### src/rtl/instr_fetch_unit.sv
// instr_fetch_unit
//   Fetches 32-bit MIPS instruction words over a req/ack memory handshake.
//   Each fetched word is held and offered downstream over a valid/ready
//   handshake, with the decode fields split out. Only one memory request is
//   outstanding at a time, and the next fetch does not start until the held
//   instruction has been accepted. A redirect squashes the held instruction
//   and any in-flight fetch.
//
// Ports
//   clk, rst_n           clock, asynchronous active-low reset
//   ImemReq/ImemAddr     fetch request and address; both held until ImemAck
//   ImemAck/ImemData     one-cycle response pulse and instruction word
//   IfValid/IfReady      downstream handshake for the held instruction
//   OpCode..Imm16        combinational field slices of the held instruction
//   PCPlus4              address of the held instruction + PC_STEP
//   Redirect/RedirectPC  squash and refetch from RedirectPC (word aligned)
module instr_fetch_unit #(
  parameter logic [31:0] RESET_PC = 32'h0000_0000,
  parameter int unsigned PC_STEP  = 4
) (
  input  logic        clk,
  input  logic        rst_n,
  output logic        ImemReq,
  output logic [31:0] ImemAddr,
  input  logic        ImemAck,
  input  logic [31:0] ImemData,
  output logic        IfValid,
  input  logic        IfReady,
  output logic [5:0]  OpCode,
  output logic [4:0]  Rs,
  output logic [4:0]  Rt,
  output logic [4:0]  Rd,
  output logic [4:0]  Shamt,
  output logic [5:0]  Funct,
  output logic [15:0] Imm16,
  output logic [31:0] PCPlus4,
  input  logic        Redirect,
  input  logic [31:0] RedirectPC
);

  typedef enum logic {
    FETCH = 1'b0,
    HOLD  = 1'b1
  } state_t;

  state_t      r_state;
  logic [31:0] r_pc;
  logic [31:0] r_drop_addr;
  logic [31:0] r_instr;
  logic [31:0] r_pcplus4;
  logic        r_valid;
  logic        r_drop;
  logic        r_req;

  logic        w_ack;
  logic [31:0] w_redir_pc;
  logic [31:0] w_pc_next;

  // r_req is only ever set while in FETCH, so an ack outside an active
  // request (HOLD, or the first cycle after reset) is ignored here.
  assign w_ack      = ImemAck & r_req;
  assign w_redir_pc = {RedirectPC[31:2], 2'b00};
  assign w_pc_next  = r_pc + PC_STEP;

  always_ff @(posedge clk or negedge rst_n) begin
    if (!rst_n) begin
      r_state     <= FETCH;
      r_pc        <= RESET_PC;
      r_drop_addr <= '0;
      r_instr     <= '0;
      r_pcplus4   <= '0;
      r_valid     <= 1'b0;
      r_drop      <= 1'b0;
      r_req       <= 1'b0;
    end else begin
      case (r_state)
        FETCH: begin
          r_req <= 1'b1;
          if (w_ack) begin
            r_drop <= 1'b0;
            if (Redirect) begin
              r_pc    <= w_redir_pc;
              r_valid <= 1'b0;
            end else if (!r_drop) begin
              r_instr   <= ImemData;
              r_pcplus4 <= w_pc_next;
              r_pc      <= w_pc_next;
              r_valid   <= 1'b1;
              r_req     <= 1'b0;
              r_state   <= HOLD;
            end
          end else if (Redirect) begin
            r_pc    <= w_redir_pc;
            r_valid <= 1'b0;
            // A request is in flight: keep presenting its address until the
            // ack arrives, then discard that response. Later redirects only
            // move r_pc.
            if (r_req && !r_drop) begin
              r_drop      <= 1'b1;
              r_drop_addr <= r_pc;
            end
          end
        end
        HOLD: begin
          if (Redirect) begin
            r_pc    <= w_redir_pc;
            r_valid <= 1'b0;
            r_req   <= 1'b1;
            r_state <= FETCH;
          end else if (r_valid && IfReady) begin
            r_valid <= 1'b0;
            r_req   <= 1'b1;
            r_state <= FETCH;
          end
        end
        default: r_state <= FETCH;
      endcase
    end
  end

  assign ImemReq  = r_req;
  assign ImemAddr = r_drop ? r_drop_addr : r_pc;
  assign IfValid  = r_valid & ~Redirect;
  assign OpCode   = r_instr[31:26];
  assign Rs       = r_instr[25:21];
  assign Rt       = r_instr[20:16];
  assign Rd       = r_instr[15:11];
  assign Shamt    = r_instr[10:6];
  assign Funct    = r_instr[5:0];
  assign Imm16    = r_instr[15:0];
  assign PCPlus4  = r_pcplus4;

endmodule

### config.mk
export PLATFORM = sky130hd
export DESIGN_NAME = instr_fetch_unit
export DESIGN_NICKNAME = d
export VERILOG_FILES = /design/src/rtl/instr_fetch_unit.sv
export SDC_FILE = /design/constraint.sdc
export NUM_CORES = 1
export LEC_CHECK = 0
export ABC_CLOCK_PERIOD_IN_PS = 3700
export BUFFER_PORTS_ARGS = -buffer_cell sky130_fd_sc_hd__buf_2
export CORE_ASPECT_RATIO = 1.1
export CORE_MARGIN = 5
export CORE_UTILIZATION = 35
export CTS_CLUSTER_SIZE = 14
export DETAILED_ROUTE_END_ITERATION = 8
export SYNTH_ARGS = -nofsm -noshare
export SYNTH_HDL_FRONTEND = slang
export SYNTH_SLANG_ARGS = --single-unit
### constraint.sdc
create_clock -name clk -period 3.7 [get_ports clk]
set_input_delay 0.185 -clock clk [delete_from_list [all_inputs] [get_ports clk]]
set_output_delay 0.185 -clock clk [all_outputs]
set_load 0.03 [all_outputs]
== Word-level counts from Yosys, hierarchy flattened ==
Cells that the tools add are included.
Widths: inputs -> output; s select.

* Bits of input ports: 69
* Register bits after elaboration: 132
* Word-level logic and storage cells: 56

* Bitwise gates (word level): 6
* Muxes and demuxes: 28
* Reductions and logical operators: 9
* Equality and inequality tests: 4
* Add/subtract/negate cells: 1

{| class="wikitable"
|+ Operators by type and width
! operator !! count
|-
| $mux 32 || 5
|-
| $pmux 32 s2 || 1
|-
| $add 32x3->32 const B || 1
|-
| $mux 1 || 19
|-
| $reduce_and 4->1 || 2
|-
| $ne 3x3->1 const B || 2
|-
| $pmux 1 s2 || 3
|-
| $reduce_and 3->1 || 2
|-
| $ne 4x4->1 const B || 1
|-
| $not 1->1 || 4
|-
| $reduce_bool 2->1 || 2
|-
| $ne 3x2->1 const B || 1
|-
| $and 1x1->1 || 2
|-
| $logic_and 1x1->1 || 2
|-
| $logic_not 1->1 || 1
|}

== Logic depth before layout (Yosys ltp) ==
Gate-level depths: netlist (run 1).

* Depth in word-level cells: 5
* Mapped depth: 7

== Worst setup path after synthesis (run 1) ==
OpenSTA, ideal clock, no wires.

* Path kind: flip-flop to flip-flop
* Start: reg r_req, in the netlist ImemReq
* End: reg r_pc[6]
* Stages on the path, launching flop included: 6
* Required time: 3575 ps
* Clock period less this slack: 1822 ps
* Library setup time: 125 ps
* Slack: 1878 ps
* Arrival time: 1697 ps
* Cell sequence: dfrtp_1 -> nand2_1 -> nor3_1 -> nand2_1 -> xnor2_1 -> mux2_2

* Longest elaborated chain between the ends: 3
* Elaborated cells between the ends (all ways): 4
* Those cells by class: eq/ne: 1; mux: 2; bitwise: 1

{| class="wikitable"
|+ Ends and longest elaborated chain
! item !! line !! text
|-
| start: declaration || 53 || <nowiki>logic r_req;</nowiki>
|-
| start signal: assignment || 74 || <nowiki>r_req <= 1'b0;</nowiki>
|-
| start signal: assignment || 78 || <nowiki>r_req <= 1'b1;</nowiki>
|-
| start signal: assignment || 89 || <nowiki>r_req <= 1'b0;</nowiki>
|-
| $and 1x1->1 (*) || 61 || <nowiki>assign w_ack = ImemAck & r_req;</nowiki>
|-
| $mux 32 || 79 || <nowiki>if (w_ack) begin</nowiki>
|-
| $pmux 32 s2 || 76 || <nowiki>case (r_state)</nowiki>
|-
| end signal: assignment || 82 || <nowiki>r_pc <= w_redir_pc;</nowiki>
|-
| end signal: assignment || 87 || <nowiki>r_pc <= w_pc_next;</nowiki>
|-
| end signal: assignment || 93 || <nowiki>r_pc <= w_redir_pc;</nowiki>
|-
| end: declaration || 47 || <nowiki>logic [31:0] r_pc;</nowiki>
|}

Every way passes the cells marked *; elsewhere a longest branch is shown, timed or not.
A chain may end at the register's enable or synchronous reset.

== Worst setup path after layout (run 1) ==
* Start: reg r_drop
* End: reg r_instr[14]

* Longest elaborated chain between the ends: 2

{| class="wikitable"
|+ Ends and longest elaborated chain
! item !! line !! text
|-
| start: declaration || 52 || <nowiki>logic r_drop;</nowiki>
|-
| start signal: assignment || 73 || <nowiki>r_drop <= 1'b0;</nowiki>
|-
| start signal: assignment || 80 || <nowiki>r_drop <= 1'b0;</nowiki>
|-
| start signal: assignment || 99 || <nowiki>r_drop <= 1'b1;</nowiki>
|-
| $not 1->1 (no source line) || -- ||
|-
| $reduce_and 4->1 (no source line) || -- ||
|-
| end signal: assignment || 85 || <nowiki>r_instr <= ImemData;</nowiki>
|-
| end: declaration || 49 || <nowiki>logic [31:0] r_instr;</nowiki>
|}

Every way passes these cells.

==> flow_metrics.py, run 1 <==
metrics = {
    "status": {
        "outcome": "complete, no violations",
    },
    "synthesis": {
        "yosysWarnings": 0,
        "synth_nets": 707,
        "synth_ff_type": "dfrtp_1",
        "avgSynthCellArea_sq_um": 10.08,
        "synth-seq-cells": 132,
        "syn-cell-area_sq_um": 6421,
        "syn_inst": 637,
        "synth_edf_count": 0,
        "yosysSeqAreaShare": 0.5144,
        "synth_cell_type_count": 45,
        "async_reset_ff_frac": 1.000,
    },
    "die": {
        "rows": 52,
        "die-height_um": 152.1,
        "core-area_sq_um": 18220,
        "ios": 183,
        "chipWidth_um": 139.1,
        "dieArea_sq_um": 21160,
        "start_util": 0.3525,
    },
    "global_routing": {
        "track_usage": 0.1634,
        "grt_use_met3": 0.04275,
        "grt.met2_usage": 0.2761,
        "antenna_found_initial": 0,
        "grt_overflow": 0,
        "grt_pass1_wl_um": 27950,
        "grt_max_degree": 73,
        "grt_pass1_vias": 5215,
        "top_usage_layer": "met2",
        "grt_use_met1": 0.2082,
    },
    "cts": {
        "cts_buffer_depth": 2,
        "clock-sinks": 132,
        "numCtsBuffers": 17,
        "ctsResizeCount": 0,
        "clockRootBuffer": "clkbuf_16",
        "clkTransAtPathRegs_ns": 0.06,
        "postCtsSetupBuffers": 0,
        "cts_max_level": 4,
        "cts_tree": "done",
        "clk_latency_ns": 0.41,
    },
    "power_and_ir_drop": {
        "p_leak_nw": 4.168,
        "vdd_ir_drop_max_mv": 0.4271,
        "swShare": 0.4032,
        "p_clk_frac": 0.273,
        "seq_power_share": 0.333,
        "internal_power_mw": 4.289,
        "power_switching_mw": 2.897,
        "comb_power_share": 0.394,
        "totalPowerFinal_mw": 7.187,
        "powerDensity_nw_per_um2": 829.3,
    },
    "min_path": {
        "holdPathStages": 3,
        "min_to": "r_pc[29]$_DFFE_PN0P_",
        "min-delay-start": "RedirectPC[29]",
        "hold_class": "in -> reg",
    },
    "final_layout": {
        "area_growth_pct": 34.96,
        "diodes": 0,
        "design_area_sq_um": 8666,
        "final_layout_size_suffix_gt1_frac": 0.3517,
        "fin_nets": 910,
    },
    "placement": {
        "gp_congestion": 0.7495,
        "dp_hpwl_um": 11530,
        "port-buffer-count": 180,
        "dpl_cell_area_sq_um": 7422,
    },
    "job": {
        "maxCapViolCount": 0,
    },
    "critical_path": {
        "cp_common_cell": "nand2_1",
        "crit_chain": "nor2_1, nand2_2, buf_4, nand2_1, nand2_1",
        "critPathCaptureType": "register",
        "reg2reg_depth": 5,
        "path_class": "reg -> reg",
        "arrival_ns": 2.69,
        "crit_family": "flip-flops",
        "cp-start-kind": "register",
        "crit_required_ns": 4.05,
        "rrSetupSlack_ns": 1.36,
        "critPathMaxStageDelay_ns": 1.01,
        "worstReg2RegEnd": "r_instr[14]$_DFFE_PN0P_",
        "slowest_stage": "dfrtp_2",
        "crit_fanout": 40,
        "r2r_start": "r_drop$_DFFE_PN0P_",
        "crit_buf_inv": 1,
        "startpoint": "r_drop$_DFFE_PN0P_",
    },
    "route": {
        "vias": 5094,
        "drtIter0Drc": 256,
        "drt_pass1_iterations": 4,
        "vias_per_cell": 4.648,
        "drc": 0,
        "final_antenna_net_count": 0,
        "wl_per_cell_um": 15.68,
        "drt_wl_total_um": 17180,
    },
    "timing": {
        "fin_tns_setup_ns": 0,
        "fmax_mhz": 426.7,
        "drv_slew": 0,
        "worstMarginPinSlew_ns": 0.9947,
        "rsz0062_at_grt": "false",
        "fin_crit_sh": 0.6333,
        "finalHoldViolations": 0,
        "maxSlewHeadroom": 0.3369,
        "period_needed_ns": 2.343,
        "finalSetupViolCount": 0,
        "fin_skew_ns": 0.008287,
    },
}
[repair_timing]
action | CTS | global route
hold buffers | 54 | 1
hold endpoints to repair | 113 | 1
setup endpoints to repair | 0 | 0
[sequential cells by signal, indices dropped and copies added (netlist names)]
register	flops
r_instr	32
r_valid	1
PCPlus4	32
ImemReq	1
r_state	1
r_drop	1
r_pc	32
r_drop_addr	32
[stage by stage]
| stage | worst slack [ns] | hold WS [ns] | utilization | std cells |
|---|---|---|---|---|
| after floorplan | 1.878 | -0.1106 | - | 637 |
| after global placement | 1.299 | 0.2175 | 0.4074 | 1009 |
| after CTS | 1.274 | 0.0009508 | 0.4751 | 1095 |
| after detailed placement | 1.296 | 0.2149 | 0.4074 | 1009 |
| final | 1.357 | 0.003101 | 0.4757 | 1096 |
| after global routing | 1.150 | 0.005437 | 0.4757 | 1096 |
[synth_stat cells, types with 2 or more instances]
library cell  count  share of area
o221a_2           2         0.0035
nor2b_1           3         0.0029
xor2_1           30          0.041
o21ai_0          34          0.026
and3_1           11          0.011
nor3_1            3         0.0023
nor2_1           22          0.013
nand2_1         171           0.10
buf_2            21          0.016
a21oi_1          13          0.010
clkbuf_1         17         0.0099
o211ai_1          2         0.0023
inv_1             2         0.0012
buf_1             3         0.0018
xnor2_1          19          0.026
buf_4            18          0.021
o311ai_1          3         0.0041
nor4_2            2         0.0039
o21a_1            2         0.0023
and2_1            2         0.0019
nand3_1          14          0.011
nor3_4            3         0.0076
nand4_1          15          0.015
mux2_2           64           0.11
mux2i_1           2         0.0031
and4_1            2         0.0027
dfrtp_1         132           0.51
o21ai_1           8         0.0062
[area by class of cell]
type                    instances  area [sq um]
clock buffers                  23         498.0
clock inverters                 9         195.2
fillers                      1732          9552
inverters                       2         7.507
multi-input cells             442          2799
flip-flops and latches        132          3304
well taps                     243         304.0
repair buffers                245          1558
[metal layers]
| layer | part of all wire | vias to the layer above | routed length (um) |
|---|---|---|---|
| met5 | 0 | - | 0 |
| met4 | 0.012 | 0 | 198 |
| met3 | 0.047 | 13 | 802 |
| met2 | 0.49 | 122 | 8407 |
| met1 | 0.45 | 2434 | 7776 |
| li1 | - | 2525 | - |
[cell usage in the layout, fill, tap and decap left out, types with 3 or more instances in the layout]
cell type      count
mux2_2            64
dlygate4sd3_1     55
xnor2_1           19
o311ai_1           3
nor3_4             3
o21ai_0           34
nor2_1            22
buf_4              8
clkinv_2           3
buf_2            179
nand3_1           14
nor3_1             3
and3_1            11
clkbuf_16         17
xor2_1            30
nand2_1          170
nor4_4             3
dfrtp_1          131
a21oi_1           13
nor2b_1            3
o21ai_1            8
clkbuf_8           5
bufinv_16          6
nand4_1           15
[power groups by stage]
| stage | clock network, mW | registers (mW) | logic [mW] |
|---|---|---|---|
| 2_1_floorplan | 0 | 2.98 | 1.48 |
| 3_3_place_gp | 0 | 2.39 | 2.80 |
| 3_5_place_dp | 0 | 2.41 | 2.82 |
| 4_1_cts | 2.01 | 2.39 | 2.87 |
| 5_1_grt | 2.07 | 2.48 | 3.03 |
| 6_report | 1.96 | 2.39 | 2.83 |
[worst max path at each step]
stage                                   to  slack (ns)  cells after the start
2_1_floorplan          r_pc[6]$_DFFE_PN0P_        1.88                      5
3_3_place_gp   r_drop_addr[12]$_DFFE_PN0P_        1.30                      3
3_5_place_dp       r_instr[14]$_DFFE_PN0P_        1.30                      5
4_1_cts            r_instr[14]$_DFFE_PN0P_        1.27                      5
5_1_grt             PCPlus4[1]$_DFFE_PN0P_        1.15                      5
6_report           r_instr[14]$_DFFE_PN0P_        1.36                      5
[kinds of logic (layout without fill, tap and decap cells)]
logic type,Yosys count,count (layout),share of synthesized area
AO/OA/AOI/OAI,67,67,0.05885
multiplexers,67,67,0.1171
buffers and inverters,63,279,0.05281
adder cells (fa/ha/maj),1,1,0.001948
XOR/XNOR,49,49,0.06684
AND/OR/NAND/NOR,258,258,0.1880
flip-flops,132,132,0.5144
[worst min-delay path, delay by kind of cell]
| family | cells | cell delay [ns] |
|---|---|---|
| AO/OA/AOI/OAI | 1 | 0.06 |
| buffers and inverters | 1 | 0.09 |
| AND/OR/NAND/NOR | 1 | 0.05 |
No activity file was read; power rests on OpenSTA's default activity.
==> run 2: changes to the inputs <==
--- a/config.mk
+++ b/config.mk
@@ -5,7 +5,7 @@
 export SDC_FILE = /design/constraint.sdc
 export NUM_CORES = 1
 export LEC_CHECK = 0
-export ABC_CLOCK_PERIOD_IN_PS = 3700
+export ABC_CLOCK_PERIOD_IN_PS = 2200
 export BUFFER_PORTS_ARGS = -buffer_cell sky130_fd_sc_hd__buf_2
 export CORE_ASPECT_RATIO = 1.1
 export CORE_MARGIN = 5
==> constraint.sdc (replaced) <==
create_clock -name clk -period 2.2 [get_ports clk]
set_input_delay 0.11 -clock clk [delete_from_list [all_inputs] [get_ports clk]]
set_output_delay 0.11 -clock clk [all_outputs]
set_load 0.03 [all_outputs]
==> run 2 against run 1 <==
Effect of this change:
- wire length is 3.5% higher
- die area is the same
- sequential cell count is the same
- critical path depth grew 2
- worst setup slack worse by 1.1 ns
- highest routed layer unchanged
- power is 64% higher
- register-to-register slack worse by 1.1 ns
==> flow_metrics.py, run 2 (synthesis gave the netlist of run 1 again) <==
metrics = {
    "status": {
        "outcome": "complete, no violations",
    },
    "critical_path": {
        "rrSetupSlack_ns": 0.23,
        "reg2reg_depth": 7,
        "critPathCaptureType": "register",
        "crit_required_ns": 2.49,
        "path_class": "reg -> reg",
        "cp-start-kind": "register",
        "worstReg2RegEnd": "PCPlus4[14]$_DFFE_PN0P_",
        "crit_fanout": 5,
        "arrival_ns": 2.26,
        "r2r_start": "r_pc[3]$_DFFE_PN0P_",
    },
    "placement": {
        "port-buffer-count": 180,
        "gp_congestion": 0.7767,
        "dp_hpwl_um": 12330,
        "post-place-ws_ns": 0.2258,
        "dp.cells": 1029,
    },
    "min_path": {
        "holdPathStages": 3,
        "min-delay-start": "RedirectPC[21]",
        "hold_class": "in -> reg",
        "min_to": "r_pc[21]$_DFFE_PN0P_",
    },
    "route": {
        "wl_per_cell_um": 15.80,
        "vias_per_cell": 4.703,
        "drtIter0Drc": 194,
        "drt_pass1_iterations": 4,
        "vias": 5296,
        "final_antenna_net_count": 0,
        "drt_wl_total_um": 17790,
        "drc": 0,
    },
    "global_routing": {
        "grt_pass1_wl_um": 28990,
        "antenna_found_initial": 1,
        "grt_overflow": 0,
        "grt_max_degree": 53,
        "grt_pass1_vias": 5470,
        "track_usage": 0.1713,
    },
    "final_layout": {
        "fin_nets": 939,
        "n_fill_cell": 1709,
        "area_growth_pct": 37.74,
        "final_layout_size_suffix_gt1_frac": 0.3605,
        "final_cell_mix": "buf_2, nand2_1, dfrtp_1",
        "final-instance-count-excl-fill": 1126,
        "layout_commonest_cell": "buf_2",
    },
    "timing": {
        "worstMarginPinSlew_ns": 0.5392,
        "rsz0062_at_grt": "false",
        "fmax_mhz": 507.9,
        "fin_tns_setup_ns": 0,
        "period_needed_ns": 1.969,
        "finalSetupViolCount": 0,
        "finalHoldViolations": 0,
        "maxSlewHeadroom": 0.6378,
        "layout_setup_ws_ns": 0.2310,
        "fin_skew_ns": 0.01114,
        "drv_slew": 0,
        "fin_crit_sh": 0.8950,
    },
    "cts": {
        "ctsHoldBuffers": 64,
        "ctsResizeCount": 0,
        "clockRootBuffer": "clkbuf_16",
        "clock-sinks": 132,
        "cts_max_level": 4,
        "cts_tree": "done",
        "cts_buffer_depth": 2,
        "clk_latency_ns": 0.42,
        "clkTransAtPathRegs_ns": 0.06,
        "postCtsSetupBuffers": 0,
        "numCtsBuffers": 17,
    },
    "power_and_ir_drop": {
        "powerDensity_nw_per_um2": 1336,
        "totalPowerFinal_mw": 11.82,
        "p_leak_nw": 4.248,
        "vdd_ir_drop_max_mv": 0.7047,
    },
    "die": {
        "dieArea_sq_um": 21160,
        "start_util": 0.3525,
        "die-height_um": 152.1,
        "rows": 52,
        "core-area_sq_um": 18220,
        "ios": 183,
        "chipWidth_um": 139.1,
    },
    "job": {
        "maxCapViolCount": 0,
    },
}
run 2: worst max path at each step:
stage                              end  slack (ns)                start  cells after the start
6_report       PCPlus4[14]$_DFFE_PN0P_        0.23  r_pc[3]$_DFFE_PN0P_                      7
4_1_cts           r_pc[14]$_DFFE_PN0P_        0.20  r_pc[3]$_DFFE_PN0P_                      7
2_1_floorplan      r_pc[6]$_DFFE_PN0P_        0.38  ImemReq$_DFFE_PN0P_                      5
5_1_grt           r_pc[14]$_DFFE_PN0P_        0.07  r_pc[3]$_DFFE_PN0P_                      7
3_5_place_dp      r_pc[11]$_DFFE_PN0P_        0.23   r_drop$_DFFE_PN0P_                      6
3_3_place_gp      r_pc[11]$_DFFE_PN0P_        0.26   r_drop$_DFFE_PN0P_                      6
run 2: per-layer routing:
metal / GRT usage / vias to the layer above / routed length [um]
li1: - / 2585 / -
met1: 0.2152 / 2527 / 7905
met2: 0.2823 / 154 / 8565
met3: 0.04401 / 30 / 861
met4: 0.06943 / 0 / 457
met5: 0 / - / 0
run 2: metrics by stage:
stage                 util  hold WS (ns)  cell area (sq um)
global route        0.4855       0.01928               8845
floorplan                -       -0.1856               6421
detailed placement  0.4170        0.1081               7597
CTS                 0.4854      0.001292               8842
finish              0.4855       0.01681               8845
global placement    0.4170       0.09972               7597
run 2: area by class of cell:
| type | instances | area (sq um) | share of cell area |
|---|---|---|---|
| antenna | 1 | 2.502 | 0.0002829 |
| clock buffer | 21 | 450.4 | 0.05093 |
| clock inverter | 11 | 153.9 | 0.01740 |
| inverter | 2 | 7.507 | 0.0008488 |
| multi-input combinational | 442 | 2799 | 0.3165 |
| sequential | 132 | 3304 | 0.3736 |
| tap | 243 | 304.0 | 0.03438 |
| timing repair buffer | 274 | 1823 | 0.2061 |
run 2: where the power goes:
part           switching, mW  total (mW)  internal (mW)
Sequential             0.566        3.92           3.35
Combinational           3.34        5.01           1.67
Clock                   1.07        2.89           1.82
run 2: critical path, stage by stage, from the launching register on:
cell     delay, ns
dfrtp_1       0.41
ha_1          0.27
nand3_1       0.17
buf_4         0.21
nor3_1        0.35
and3_1        0.23
xnor2_1       0.12
o21ai_1       0.08
